--- src/rtl/data_memory_pkg.sv ---
// Shared definitions for the data_memory block.
// Holds the boot-loader state encoding, the load base address and the
// memory depth helper used by the top and by the RAM.
package data_memory_pkg;

  typedef enum logic [2:0] {
    IDLE,
    LOAD_LEN,
    LOAD_DATA,
    LOAD_SUM,
    RUN,
    ERROR
  } ld_state_t;

  localparam int LOAD_BASE      = 0;
  localparam int DEF_ADDR_WIDTH = 6;

  function automatic int mem_depth(input int aw);
    return 1 << aw;
  endfunction

  localparam int MEM_DEPTH = mem_depth(DEF_ADDR_WIDTH);

endpackage

--- src/rtl/data_memory_ram_sp.sv ---
// ram_sp: single-port synchronous RAM, write-first, registered read.
// Ports:
//   clk   - clock, all activity on posedge
//   we    - write enable
//   addr  - word address
//   wdata - write data
//   q     - registered read data (shows wdata on a write cycle)
// The array has no reset; contents persist across rst_n.
module ram_sp
  import data_memory_pkg::*;
#(
  parameter int DATA_WIDTH = 16,
  parameter int ADDR_WIDTH = 6
) (
  input  logic                  clk,
  input  logic                  we,
  input  logic [ADDR_WIDTH-1:0] addr,
  input  logic [DATA_WIDTH-1:0] wdata,
  output logic [DATA_WIDTH-1:0] q
);

  logic [DATA_WIDTH-1:0] ram [mem_depth(ADDR_WIDTH)];

  always_ff @(posedge clk) begin
    if (we) begin
      ram[addr] <= wdata;
      q         <= wdata;
    end else begin
      q         <= ram[addr];
    end
  end

endmodule

--- src/rtl/data_memory.sv ---
// data_memory: 64x16 CPU data/program memory with a streaming boot loader.
// After reset a length-prefixed image is accepted over ld_valid/ld_ready and
// written from address 0; the CPU is then released through cpu_rst_n.
// Ports:
//   clk, rst_n           - clock, async active-low reset
//   addr, data, we       - CPU port (MAR/MDR), honoured only in RUN
//   mem                  - registered read data to CPU, 0 while not running
//   ld_valid, ld_data    - loader word stream
//   ld_ready             - loader can accept a word
//   ld_done              - image loaded, CPU running
//   ld_err               - load failed, sticky until rst_n
//   cpu_rst_n            - registered active-low CPU reset
// Optional feature: DATA_MEMORY_CHECKSUM_EN adds a trailing XOR checksum word.
//
// state     | meaning
// IDLE      | one cycle after reset
// LOAD_LEN  | waiting for length word N
// LOAD_DATA | writing N words from address 0
// LOAD_SUM  | waiting for checksum word (checksum build only)
// RUN       | CPU owns the RAM port
// ERROR     | bad length or checksum, CPU held in reset
module data_memory
  import data_memory_pkg::*;
#(
  parameter int DATA_WIDTH = 16,
  parameter int ADDR_WIDTH = 6
) (
  input  logic                  clk,
  input  logic                  rst_n,
  input  logic [ADDR_WIDTH-1:0] addr,
  input  logic [DATA_WIDTH-1:0] data,
  input  logic                  we,
  output logic [DATA_WIDTH-1:0] mem,
  input  logic                  ld_valid,
  input  logic [DATA_WIDTH-1:0] ld_data,
  output logic                  ld_ready,
  output logic                  ld_done,
  output logic                  ld_err,
  output logic                  cpu_rst_n
);

  localparam logic [DATA_WIDTH-1:0] LEN_MAX = DATA_WIDTH'(mem_depth(ADDR_WIDTH));
  localparam logic [ADDR_WIDTH:0]   REM_ONE = (ADDR_WIDTH+1)'(1);

  ld_state_t             state, state_nx;
  logic [ADDR_WIDTH-1:0] wp;
  logic [ADDR_WIDTH:0]   remaining;
  logic                  xfer;
  logic                  ram_we;
  logic [ADDR_WIDTH-1:0] ram_addr;
  logic [DATA_WIDTH-1:0] ram_wdata;
  logic [DATA_WIDTH-1:0] ram_q;
`ifdef DATA_MEMORY_CHECKSUM_EN
  logic [DATA_WIDTH-1:0] csum;
`endif

  assign ld_ready = (state == LOAD_LEN) || (state == LOAD_DATA) || (state == LOAD_SUM);
  assign xfer     = ld_valid && ld_ready;
  assign ld_err   = (state == ERROR);

  // cpu_rst_n is the registered copy of "in RUN", so it also marks cycles
  // where ram_q was captured from a CPU address.
  assign mem = cpu_rst_n ? ram_q : '0;

  always_comb begin
    state_nx = state;
    case (state)
      IDLE:     state_nx = LOAD_LEN;
      LOAD_LEN: if (xfer) begin
        if (ld_data == '0)
`ifdef DATA_MEMORY_CHECKSUM_EN
          state_nx = LOAD_SUM;
`else
          state_nx = RUN;
`endif
        else if (ld_data > LEN_MAX)
          state_nx = ERROR;
        else
          state_nx = LOAD_DATA;
      end
      LOAD_DATA: if (xfer && remaining == REM_ONE) begin
`ifdef DATA_MEMORY_CHECKSUM_EN
        state_nx = LOAD_SUM;
`else
        state_nx = RUN;
`endif
      end
`ifdef DATA_MEMORY_CHECKSUM_EN
      LOAD_SUM: if (xfer) state_nx = (ld_data == csum) ? RUN : ERROR;
`else
      LOAD_SUM: state_nx = ERROR;
`endif
      RUN:      state_nx = RUN;
      ERROR:    state_nx = ERROR;
      default:  state_nx = IDLE;
    endcase
  end

  // Loader and CPU never own the port at the same time, so a plain mux suffices.
  always_comb begin
    ram_we    = 1'b0;
    ram_addr  = addr;
    ram_wdata = data;
    if (state == RUN) begin
      ram_we = we;
    end else if (state == LOAD_DATA) begin
      ram_we    = xfer;
      ram_addr  = wp;
      ram_wdata = ld_data;
    end
  end

  always_ff @(posedge clk or negedge rst_n) begin
    if (!rst_n) begin
      state     <= IDLE;
      wp        <= '0;
      remaining <= '0;
      cpu_rst_n <= 1'b0;
      ld_done   <= 1'b0;
`ifdef DATA_MEMORY_CHECKSUM_EN
      csum      <= '0;
`endif
    end else begin
      state     <= state_nx;
      cpu_rst_n <= (state == RUN);
      ld_done   <= (state == RUN);
      if (state == LOAD_LEN && xfer) begin
        wp        <= ADDR_WIDTH'(LOAD_BASE);
        remaining <= ld_data[ADDR_WIDTH:0];
`ifdef DATA_MEMORY_CHECKSUM_EN
        csum      <= '0;
`endif
      end else if (state == LOAD_DATA && xfer) begin
        wp        <= wp + ADDR_WIDTH'(1);
        remaining <= remaining - REM_ONE;
`ifdef DATA_MEMORY_CHECKSUM_EN
        csum      <= csum ^ ld_data;
`endif
      end
    end
  end

  ram_sp #(
    .DATA_WIDTH(DATA_WIDTH),
    .ADDR_WIDTH(ADDR_WIDTH)
  ) u_ram (
    .clk   (clk),
    .we    (ram_we),
    .addr  (ram_addr),
    .wdata (ram_wdata),
    .q     (ram_q)
  );

endmodule

--- config.mk ---
export PLATFORM = sky130hd
export DESIGN_NAME = data_memory
export DESIGN_NICKNAME = d
export VERILOG_FILES = /design/src/rtl/data_memory_pkg.sv /design/src/rtl/data_memory_ram_sp.sv /design/src/rtl/data_memory.sv
export SDC_FILE = /design/constraint.sdc
export NUM_CORES = 1
export LEC_CHECK = 0
export BUFFER_PORTS_ARGS = -buffer_cell sky130_fd_sc_hd__buf_2
export CORE_UTILIZATION = 62
export CTS_CLUSTER_SIZE = 24
export DETAILED_ROUTE_END_ITERATION = 10
export PLACE_DENSITY_LB_ADDON = 0.08
export SYNTH_ARGS = -nofsm -noshare
export SYNTH_HDL_FRONTEND = slang
export SYNTH_SLANG_ARGS = --single-unit
--- constraint.sdc ---
create_clock -name clk -period 4.2 [get_ports clk]
set_clock_uncertainty 0.05 [all_clocks]
set_input_delay 0.42 -clock clk [delete_from_list [all_inputs] [get_ports clk]]
set_output_delay 0.42 -clock clk [all_outputs]
set_load 0.05 [all_outputs]
==> results.json <==
{
  "status": "finished, final reports clean",
  "clock_power_share_pct": 42.1,
  "placedInstanceArea_mm2": 0.0429,
  "worst_slew_pin_slew_ps": 1320,
  "die_w_um": 259,
  "initial_utilization_pct": 63.2,
  "grt_usage_pct": 30.6,
  "drt-total-wl_um": 100000,
  "ys_top_cells_by_area": "edfxtp_1, mux4_2, mux2i_1",
  "cellLeakagePower_nw": 15.0,
  "slew_headroom_pct": 11.9,
  "startpoint_type": "register",
  "final_cell_mix": "edfxtp_1, mux4_2, buf_4",
  "synth_top_area_share_pct": 75.1,
  "drv_slew": 0,
  "finalNetCount": 2175,
  "yosys_warnings": 0,
  "place_congestion": 0.888,
  "drtIter0Drc": 2817,
  "crit_path_max_fanout": 12,
  "wire_per_inst_um": 32.6,
  "vias_per_cell": 6.77,
  "synth_flop_cell": "edfxtp_1",
  "synthXorXnorAreaFrac_pct": 0.128,
  "synth-simple-area-share_pct": 2.23,
  "power.density_mw_per_mm2": 464,
  "synth_fa_ha_area_share_pct": 0.116,
  "vias": 20772,
  "drv_cap": 0,
  "syn-num-nets": 1948,
  "layout_min_cycle_time_ps": 4200,
  "core.rowCount": 93,
  "setup_viol": 0,
  "fin_tns_setup_ps": 0,
  "timing.final.crit_share_pct": 99.9,
  "htreeDepth": 3,
  "ant_nets": 0,
  "clock.fmax_mhz": 238,
  "grt_max_degree": 65,
  "rsz0062_at_grt": "no",
  "ir_worst_vdd_mv": 0.331,
  "grt_pass1_vias": 20851,
  "ys_seq_area_share_pct": 76.4,
  "finalHoldViolCount": 0,
  "synth_top_area_cell": "edfxtp_1",
  "ys_ff_latch": 1047,
  "drive_gt1_share_pct": 28.7,
  "synth_top_family_by_area": "multiplexers",
  "insertion_delay_ps": 660,
  "tritoncts": "done",
  "layout_setup_ws_ps": 2.72,
  "p_int_w": 0.0171,
  "clock_path_buffers": 3,
  "grt_pass1_wl_um": 145000,
  "end_kind": "output pin",
  "muxShareOfSynthArea_pct": 16.3,
  "core_mm2": 0.0648,
  "p_seq_share_pct": 53.5,
  "dieArea_mm2": 0.0671,
  "critPathArrivalTime_ps": 3730,
  "p_sw_share_pct": 20.5,
  "firstDrtPassIters": 7,
  "area_delta_synth_final_pct": 13.1,
  "syn_area_mm2": 0.0409,
  "overflow": 0,
  "synth_cell_types": 57,
  "hold_path_class": "primary input to register",
  "synth.avg_cell_area_um2": 21.5,
  "cts_buffers": 103,
  "post-place-ws_ps": 645,
  "critical_path_class": "register to output pin",
  "power.switching_w": 0.00441,
  "portBuffers": 61,
  "p_comb_share_pct": 4.4,
  "synthArstFlopShare_pct": 1.62,
  "required_ps": 3730,
  "antenna_found_initial": 5,
  "io_pins": 62,
  "cts-root-buf": "clkbuf_16",
  "die_h_um": 259,
  "fin_area_mm2": 0.0463,
  "synth_compound_area_share_pct": 2.83,
  "drc": 0,
  "final_common_cell": "edfxtp_1",
  "hpwl_um": 60000,
  "cts_sinks": 1047,
  "synth_edf_count": 1024,
  "syn_inst": 1903,
  "cts.clk_slew.worst_paths_ps": 60
}
synth_stat cells, types with 11 or more instances:
cell type and count:
o22ai_1 47, a21oi_1 21, a221oi_1 15, clkbuf_1 17, o21ai_0 34, buf_2 17, buf_4 24, buf_6 24
mux2i_1 84, a211oi_1 18, nor2_1 94, mux2_2 42, edfxtp_1 1024, nor4_1 11, nand2_1 41, dfrtp_1 17
mux4_2 228
power by group through the flow:
stage	Clock, W	Sequential [W]	Combinational (W)
3_3_place_gp	0	0.0117	0.000917
3_5_place_dp	0	0.0117	0.000933
5_1_grt	0.00952	0.0115	0.00100
4_1_cts	0.00910	0.0115	0.000943
2_1_floorplan	0	0.0117	0.000607
6_report	0.00903	0.0115	0.000953
layer usage:
metal	up-vias	routed length (um)	track usage, %
met2	1240	46800	46.4
met1	10913	40000	46.1
met5	-	14	0
met3	175	10200	5.86
met4	2	2910	9.58
li1	8442	-	-
metrics by stage:
step,total power [W],cells,hold slack (ps),util [%]
after floorplan,0.0123,1903,74.4,-
after global placement,0.0126,2871,317,66.2
after detailed placement,0.0126,2871,319,66.2
after CTS,0.0215,3063,4.63,71.4
after global routing,0.0220,3065,37.5,71.4
final,0.0215,3066,17.3,71.4
sequential cells by signal, summed over array words and instances (netlist names), named ones only:
name and count:
wp 6, remaining 7, state 3, u_ram.ram 1024
cpu_rst_n 1
timing repair:
item,in CTS,in global routing
setup endpoints to repair,2,5
gates resized for setup,2,1
endpoints found under the hold margin,23,0
buffers inserted,0,2
hold buffers,7,0
final timing paths:
| check | endpoint | depth (start not counted) | slack [ps] | from |
|---|---|---|---|---|
| setup reg to reg | u_ram.ram[22][7] | 5 | 630 | state[1] |
| max in group asynchronous | wp[4] | 2 | 3640 | rst_n |
| hold / removal | remaining[1] | 3 | 20 | ld_data[1] |
| hold reg to reg | wp[5] | 2 | 520 | wp[5] |
| min in group asynchronous | remaining[5] | 2 | 180 | rst_n |
| setup / recovery | mem[3] | 6 | 3 | register |
critical path, stage by stage (launching register included):
cell,delay (ps)
dfxtp_1,750
buf_4,300
or3_1,500
o22ai_1,320
or4_1,490
o21ai_1,310
buf_2,370
area by class of cell:
type / count / area, um^2
inverter: 11 / 41.3
clock buffer: 134 / 2770
tap: 855 / 1070
fill: 3776 / 18500
sequential: 1047 / 31300
multi-input combinational: 745 / 8840
antenna: 1 / 2.50
timing repair buffer: 222 / 1750
clock inverter: 51 / 517
cells by family (layout without fill, tap and decap cells):
kind of cell / after synthesis / after routing
buffers and inverters: 111 / 418
other: 0 / 1
xor gates and xnor gates: 6 / 6
DFF: 1047 / 1047
adders and majority gates: 4 / 4
and+or+nand+nor: 199 / 199
muxes: 362 / 362
AOI/OAI and AO/OA: 174 / 174
(Power assumes the default switching activity.)
